===== config.mk =====
export PLATFORM = sky130hd
export DESIGN_NAME = dsp48a1_mac_sequencer_flat
export DESIGN_NICKNAME = d
export VERILOG_FILES = /design/src/rtl/dsp48a1_mac_sequencer_if.sv /design/src/rtl/dsp48a1_mac_sequencer.sv /design/src/flat_wrapper.sv
export SDC_FILE = /design/constraint.sdc
export NUM_CORES = 1
export LEC_CHECK = 0
export CAP_MARGIN = 20
export CORE_ASPECT_RATIO = 1.25
export CORE_MARGIN = 2
export CORE_UTILIZATION = 41
export CTS_BUF_LIST = sky130_fd_sc_hd__clkbuf_16
export CTS_CLUSTER_SIZE = 14
export DETAILED_ROUTE_END_ITERATION = 8
export GPL_TIMING_DRIVEN = 1
export PLACE_DENSITY = 0.95
export SLEW_MARGIN = 20
export SYNTH_ARGS = -nofsm -noshare
export SYNTH_HDL_FRONTEND = slang
export SYNTH_SLANG_ARGS = --single-unit

===== constraint.sdc =====
create_clock -name CLK -period 5.6 [get_ports CLK]
set_clock_uncertainty 0.15 [all_clocks]
set_input_delay 1.12 -clock CLK [delete_from_list [all_inputs] [get_ports CLK]]
set_output_delay 1.12 -clock CLK [all_outputs]
set_load 0.01 [all_outputs]

===== src/rtl/dsp48a1_mac_sequencer_if.sv =====
// Operand stream and result port between the MAC sequencer and its
// neighbours: operand pairs flow in on s_*, the finished dot product
// flows out on m_*.
interface dsp48a1_mac_sequencer_if;
    logic               s_valid;
    logic               s_ready;
    logic signed [17:0] s_a;
    logic signed [17:0] s_b;
    logic               s_last;
    logic               m_valid;
    logic               m_ready;
    logic signed [47:0] m_result;
    logic               m_trunc;

    // Operand source / result consumer side.
    modport master (
        output s_valid, s_a, s_b, s_last, m_ready,
        input  s_ready, m_valid, m_result, m_trunc
    );

    // Sequencer side.
    modport slave (
        input  s_valid, s_a, s_b, s_last, m_ready,
        output s_ready, m_valid, m_result, m_trunc
    );
endinterface


===== src/rtl/dsp48a1_mac_sequencer.sv =====
// Drives one DSP48A1 slice (A1/B1, M, P and OPMODE registers enabled) as a
// signed multiply-accumulate engine. Operands go straight to the slice; the
// OPMODE word is registered so it meets the products at the P stage, and a
// 3-deep tag pipeline follows each term through the slice so the result is
// captured as the final term leaves P.
module dsp48a1_mac_sequencer #(
    parameter int          MAX_TERMS = 4096,
    parameter logic [7:0]  OP_FIRST  = 8'b00000001,
    parameter logic [7:0]  OP_ACC    = 8'b00001001,
    parameter logic [7:0]  OP_HOLD   = 8'b00001000
) (
    input  logic                      CLK,
    input  logic                      RST_N,
    dsp48a1_mac_sequencer_if.slave    bus,
    output logic                      busy,
    output logic signed [17:0]        DSP_A,
    output logic signed [17:0]        DSP_B,
    output logic [7:0]                DSP_OPMODE,
    output logic                      DSP_CE,
    output logic                      DSP_RST,
    input  logic signed [47:0]        DSP_P
);

    typedef enum logic [1:0] {
        IDLE,
        ACCUM,
        DRAIN,
        HOLD
    } state_t;

    typedef struct packed {
        logic valid;
        logic last;
        logic trunc;
    } tag_t;

    // Count value held while the MAX_TERMS-th pair is being accepted.
    localparam logic [11:0] LAST_COUNT = 12'(MAX_TERMS - 1);

    state_t      state;
    state_t      state_next;
    logic [11:0] term_count;
    tag_t        tag_in;
    tag_t [2:0]  tag_q;
    logic        accept;
    logic        at_limit;
    logic        end_of_input;
    logic        result_done;

    assign DSP_A        = bus.s_a;
    assign DSP_B        = bus.s_b;
    assign accept       = bus.s_valid && bus.s_ready;
    assign at_limit     = (term_count == LAST_COUNT);
    assign end_of_input = accept && (bus.s_last || at_limit);
    assign result_done  = tag_q[2].valid && tag_q[2].last;

    // State register.
    always_ff @(posedge CLK or negedge RST_N) begin
        // NOTE: all clocked state uses non-blocking assignments so every
        // register samples pre-edge values regardless of block ordering.
        if (!RST_N) begin
            state <= IDLE;
        end else begin
            state <= state_next;
        end
    end

    // Next-state logic: accept terms until last/limit, wait for the final
    // tag to leave the P stage, then hold the result until it is taken.
    always_comb begin
        // NOTE: default first so every path assigns state_next and no
        // latch is inferred.
        state_next = state;
        unique case (state)
            IDLE: begin
                if (accept) begin
                    state_next = end_of_input ? DRAIN : ACCUM;
                end
            end
            ACCUM: begin
                if (end_of_input) begin
                    state_next = DRAIN;
                end
            end
            DRAIN: begin
                if (result_done) begin
                    state_next = HOLD;
                end
            end
            HOLD: begin
                if (bus.m_ready) begin
                    state_next = IDLE;
                end
            end
            default: state_next = IDLE;
        endcase
    end

    // Handshake outputs decoded from state; inputs are refused while the
    // slice is still in its synchronous reset.
    always_comb begin
        bus.s_ready = 1'b0;
        bus.m_valid = 1'b0;
        busy        = (state != IDLE);
        unique case (state)
            IDLE, ACCUM: bus.s_ready = !DSP_RST;
            HOLD:        bus.m_valid = 1'b1;
            default:     bus.s_ready = 1'b0;
        endcase
    end

    // Slice control: CE rises on the first edge after reset with RST still
    // high so the slice clears synchronously; RST drops on the second edge.
    always_ff @(posedge CLK or negedge RST_N) begin
        if (!RST_N) begin
            DSP_CE  <= 1'b0;
            DSP_RST <= 1'b1;
        end else begin
            DSP_CE  <= 1'b1;
            DSP_RST <= !DSP_CE;
        end
    end

    // OPMODE is registered at the accept edge so the slice's OPMODE
    // register presents it alongside the matching M value.
    always_ff @(posedge CLK or negedge RST_N) begin
        if (!RST_N) begin
            DSP_OPMODE <= OP_HOLD;
        end else if (accept) begin
            DSP_OPMODE <= (term_count == 12'd0) ? OP_FIRST : OP_ACC;
        end else begin
            DSP_OPMODE <= OP_HOLD;
        end
    end

    // Terms accepted in the current accumulation; cleared on return to IDLE.
    always_ff @(posedge CLK or negedge RST_N) begin
        if (!RST_N) begin
            term_count <= 12'd0;
        end else if (state_next == IDLE && state != IDLE) begin
            term_count <= 12'd0;
        end else if (accept) begin
            term_count <= term_count + 12'd1;
        end
    end

    // Tag for the term entering the slice this cycle.
    always_comb begin
        tag_in.valid = accept;
        tag_in.last  = end_of_input;
        tag_in.trunc = accept && at_limit && !bus.s_last;
    end

    // Tag pipeline mirrors A1/B1 -> M/OPMODE -> P; it shifts every cycle.
    always_ff @(posedge CLK or negedge RST_N) begin
        if (!RST_N) begin
            tag_q <= '0;
        end else begin
            tag_q <= {tag_q[1:0], tag_in};
        end
    end

    // Capture P as the final tag exits; held stable while in HOLD.
    always_ff @(posedge CLK or negedge RST_N) begin
        if (!RST_N) begin
            bus.m_result <= '0;
            bus.m_trunc  <= 1'b0;
        end else if (state == DRAIN && result_done) begin
            bus.m_result <= DSP_P;
            bus.m_trunc  <= tag_q[2].trunc;
        end
    end

endmodule


===== src/flat_wrapper.sv =====
// flat-port wrapper written by rule: the top's interface ports become plain ports
module dsp48a1_mac_sequencer_flat 
#(
    parameter int          MAX_TERMS = 4096,
    parameter logic [7:0]  OP_FIRST  = 8'b00000001,
    parameter logic [7:0]  OP_ACC    = 8'b00001001,
    parameter logic [7:0]  OP_HOLD   = 8'b00001000
)
  (CLK, RST_N, busy, DSP_A, DSP_B, DSP_OPMODE, DSP_CE, DSP_RST, DSP_P, bus_s_valid, bus_s_a, bus_s_b, bus_s_last, bus_m_ready, bus_s_ready, bus_m_valid, bus_m_result, bus_m_trunc);
  dsp48a1_mac_sequencer_if bus_i ();
  input  logic CLK;
  input  logic RST_N;
  output logic busy;
  output logic signed [17:0] DSP_A;
  output logic signed [17:0] DSP_B;
  output logic [7:0] DSP_OPMODE;
  output logic DSP_CE;
  output logic DSP_RST;
  input  logic signed [47:0] DSP_P;
  input wire logic [$bits(bus_i.s_valid)-1:0] bus_s_valid;
  input wire logic [$bits(bus_i.s_a)-1:0] bus_s_a;
  input wire logic [$bits(bus_i.s_b)-1:0] bus_s_b;
  input wire logic [$bits(bus_i.s_last)-1:0] bus_s_last;
  input wire logic [$bits(bus_i.m_ready)-1:0] bus_m_ready;
  output wire logic [$bits(bus_i.s_ready)-1:0] bus_s_ready;
  output wire logic [$bits(bus_i.m_valid)-1:0] bus_m_valid;
  output wire logic [$bits(bus_i.m_result)-1:0] bus_m_result;
  output wire logic [$bits(bus_i.m_trunc)-1:0] bus_m_trunc;
  assign bus_i.s_valid = bus_s_valid;
  assign bus_i.s_a = bus_s_a;
  assign bus_i.s_b = bus_s_b;
  assign bus_i.s_last = bus_s_last;
  assign bus_i.m_ready = bus_m_ready;
  assign bus_s_ready = bus_i.s_ready;
  assign bus_m_valid = bus_i.m_valid;
  assign bus_m_result = bus_i.m_result;
  assign bus_m_trunc = bus_i.m_trunc;
  dsp48a1_mac_sequencer #(.MAX_TERMS(MAX_TERMS), .OP_FIRST(OP_FIRST), .OP_ACC(OP_ACC), .OP_HOLD(OP_HOLD)) u_core (.CLK(CLK), .RST_N(RST_N), .bus(bus_i), .busy(busy), .DSP_A(DSP_A), .DSP_B(DSP_B), .DSP_OPMODE(DSP_OPMODE), .DSP_CE(DSP_CE), .DSP_RST(DSP_RST), .DSP_P(DSP_P));
endmodule

# Word level (Yosys, flattened, before mapping)
# Index checks and enable logic that the tools add are counted.
[totals]
regBits = 82
output_inout_bits = 98
in_bits = 89
[op_classes]
n_addsub = 1
mux = 12
n_reduce_logical = 17
eq_ne = 4
[ops]
columns = ["operator", "n"]
rows = [
  ["$mux W12", 2],
  ["$add A12 B1 Y12 const B", 1],
  ["$eq A12 B12 Y1 const B", 1],
  ["$logic_not A12 Y1", 1],
  ["$mux W2", 5],
  ["$mux W8", 1],
  ["$pmux W2 S4", 1],
  ["$logic_and A1 B1 Y1", 7],
  ["$eq A2 B2 Y1 const B", 2],
  ["$logic_not A2 Y1", 2],
  ["$mux W4", 1],
  ["$reduce_bool A2 Y1", 2],
  ["$logic_not A1 Y1", 3],
  ["$eq A2 B1 Y1 const B", 1],
  ["$mux W1", 2],
  ["$reduce_or A2 Y1", 1],
  ["$logic_or A1 B1 Y1", 1],
]

# Logic depth before layout (Yosys ltp)
[logic_depth]
ltp_word = 11
ltp_mapped = 6
ltp_nobuf = 5

# Worst setup path after synthesis
# OpenSTA, ideal clock, no wires.
[synth_timing]
kind = "input to output"
from = "input port bus_s_a[0]"
to = "output port DSP_A[0]"
setup_slack_ns = 3.091
arrival_ns = 1.239
required_time_ns = 4.330
n_path_buf = 1
path_stages = 1
cell_sequence = "buf_4"
[synth_rtl]
columns = ["element", "line_no", "rtl"]
rows = [
  ["start, declared", "flat_wrapper.sv:21", "input wire logic [$bits(bus_i.s_a)-1:0] bus_s_a;"],
  ["end, declared", "flat_wrapper.sv:14", "output logic signed [17:0] DSP_A;"],
]
# No word-level cell between the ends.

# Worst setup path after layout
[layout_timing]
from = "register u_core.state[1]"
to = "output port busy"
[layout_via]
elab_chain_len = 1
[layout_lines]
columns = ["element", "line_no", "rtl"]
rows = [
  ["start, declared", "dsp48a1_mac_sequencer.sv:40", "state_t state;"],
  ["start signal, assigned", "dsp48a1_mac_sequencer.sv:64", "state <= state_next;"],
  ["$reduce_bool A2 Y1", "dsp48a1_mac_sequencer.sv:104", "busy = (state != IDLE);"],
  ["end, declared", "flat_wrapper.sv:13", "output logic busy;"],
]
# Every way passes these cells.

==> run summary <==
CTS tree: done
worst setup margin: 2.71 ns
IO Port Bufs: 108
first-pass GRT wire length: 11200 µm
peak supply drop: 0.000246 V
I/O pins: 187
YS warnings: 0
Clock transition at path regs: 0.06 ns
num rows: 36
Slew Limit Fails: 0
Seq cells post-synth: 75
maximum capacitance violations: 0
dominant synthesized flop cell: dfrtp_1
Final min period: 2.89 ns
final core occ: 57.5%
WL per Instance: 15.7 µm
number of remaining DRC errors: 0
endpoints failing hold: 0
Num Clock Sinks: 75
RR Endpoint: u_core.term_count[10]$_DFFE_PN0P_
syn_area_per_cell: 12.6 µm²
GP Congestion: 0.869
CTS Buf Count: 9
synth cell count leaders: 73 x dfrtp_1, 49 x mux2_2, 43 x buf_4, 15 x nor2_1, 14 x nand2_1
Total GRT Usage: 16.4%
fin crit share: 51.6%
top-count cell post-synth: dfrtp_1
setup slack at placement: 2.49 ns
drt pass-1 iters: 4
Post-synth EDFFs: 0
Root Buffer: clkbuf_16
critical path fanouts, max: 9
WP data required: 4.33 ns
layout cell share with drive strength beyond 1: 21.4%
die height: 104 µm
Worst Setup SP: u_core.state[1]$_DFF_PN0_
postcts setup bufs: 0
Seq/Total Area, Yosys: 57.9%
worst rel slew slack: 40.1%
setup_tns: 0 ns
post-synth top area cell: dfrtp_1
fmax: 346 MHz
endpoints failing setup: 0
H-tree depth: 3
Area growth, synth to finish: 37.1%
vias in the first global route: 2284
WS Path Type: flip-flop to primary output
post-CTS sizing: 0
CTS Buffer Depth: 2
core area: 0.00775 mm²
Initial DRC Count: 68
sequential share of power: 41.6%
# nets final: 423
synthesized instance count: 257
Post-CTS Hold Buffers: 0
die area: 0.00865 mm²
static leakage: 1.92 nW
hold endpoint: u_core.tag_q[7]$_DFF_PN0_
Netlist Area Pre-Place: 0.00325 mm²
Worst Reg-to-Reg Cells: 4
WL final: 6760 µm
Crit. End Element: primary output
post-synth cell types: 30
RSZ-0062 raised after global routing: no
Clock power frac: 37.7%
Pint: 0.00128 W
Via-to-Cell Ratio: 5.02
status: finished clean
area occupied by multi-input gates: 997 µm²
slew at the pin closest to its max-slew limit: 0.899 ns
FFs w/ async S/R, synth: 100%
vias: 2168
NetSw: 0.000400 W
reg-to-reg slack, setup: 3.62 ns
worst-skew pair later-pin latency: 0.32 ns
ANT cells: 0
hold_sp: u_core.tag_q[4]$_DFF_PN0_
Register Area: 0.00188 mm²
Hold Path Class: flip-flop to flip-flop
largest net degree at the start of global routing: 76
top cell type's share of synthesized area: 56.2%
Comb pwr share: 20.7%
Synth area leaders: dfrtp_1 56%, mux2_2 17%, buf_4 9.9%
detailed placement HPWL: 4860 µm
fillcell total: 637
remaining antenna violation count: 0
Starting Density: 41.9%
Worst Hold Slack: 0.197 ns
initial antenna violation count: 0
GRT overflow: 0
Critical Path Start Type: flip-flop
Die Wd: 83.6 µm
Arrival @ worst endpoint: 1.62 ns
switching share of power: 23.9%
Power Density: 376 mW/mm²
worst r2r src: u_core.state[1]$_DFF_PN0_
Hold Path Stages: 0
Power Total: 0.00168 W
placed cells by master (no fill, tap or decap), types with 2 or more instances in the layout:
master,n
bufinv_16,3
clkinv_2,2
nand3_1,6
nor4_1,3
o21ai_0,2
clkbuf_16,9
nor2_1,15
nand4_1,4
xor2_1,3
a21oi_1,4
xnor2_1,5
inv_1,7
nand2_1,14
clkdlybuf4s50_1,107
conb_1,7
dfstp_2,2
ha_1,2
nor3_1,6
mux2_2,49
dfrtp_1,73
buf_4,2
worst max path at each step:
stage                     cells past startpoint                           endpoint  slack, ns
after floorplan                               1                           DSP_A[0]       3.09
after global placement                        5  u_core.term_count[10]$_DFFE_PN0P_       2.52
after detailed placement                      5  u_core.term_count[10]$_DFFE_PN0P_       2.49
after CTS                                     2                               busy       2.71
after global routing                          2                               busy       2.66
final                                         2                               busy       2.71
metrics by stage:
stage                     area [µm²]  instances
after floorplan                 3270        262
after global placement          4100        415
after detailed placement        4100        415
after CTS                       4440        431
after global routing            4450        432
final                           4450        432
worst max-delay path: stages, from the launching register on:
cell and delay (ns):
dfrtp_1 0.47, or2_2 0.31, clkdlybuf4s50_1 0.52
flip-flops by register name, indices dropped and copies added, names as in the netlist:
name and cells:
u_core.term_count 12, u_core.bus.m_trunc 1, u_core.state 2, u_core.tag_q 8, u_core.DSP_CE 1, u_core.bus.m_result 48
u_core.DSP_OPMODE 2, u_core.DSP_RST 1
per-layer routing:
metal	vias up	track usage, %	share of wire, %
met1	1035	19.0	38
met5	-	0	0
met2	120	25.7	48
li1	964	-	-
met3	49	5.66	9.6
met4	0	10.8	5.2
power groups by stage:
stage | registers [W] | clock network [W] | logic [W]
floorplan | 0.000716 | 0 | 0.000158
global placement | 0.000696 | 0 | 0.000339
detailed placement | 0.000703 | 0 | 0.000351
CTS | 0.000696 | 0.000648 | 0.000352
global route | 0.000709 | 0.000677 | 0.000374
finish | 0.000696 | 0.000632 | 0.000347
cell type report:
cell class / instances / area share, %
Clock buffer: 9 / 5.06
Clock inverter: 7 / 2.42
Inverter: 6 / 0.506
Multi-Input combinational cell: 130 / 22.4
Sequential cell: 75 / 42.2
Tap cell: 95 / 2.67
Timing Repair Buffer: 110 / 24.7
kinds of logic after synthesis:
logic type,count (synthesis),synth area share (%)
simple gates,56,8.55
flops,75,57.9
buf+inv,57,12.0
fa+ha+maj,2,0.770
xor+xnor,8,2.16
mux,49,17.0
compound gates,8,1.43
other cells,2,0.231
Note: power is estimated with default switching activity, not from simulation.
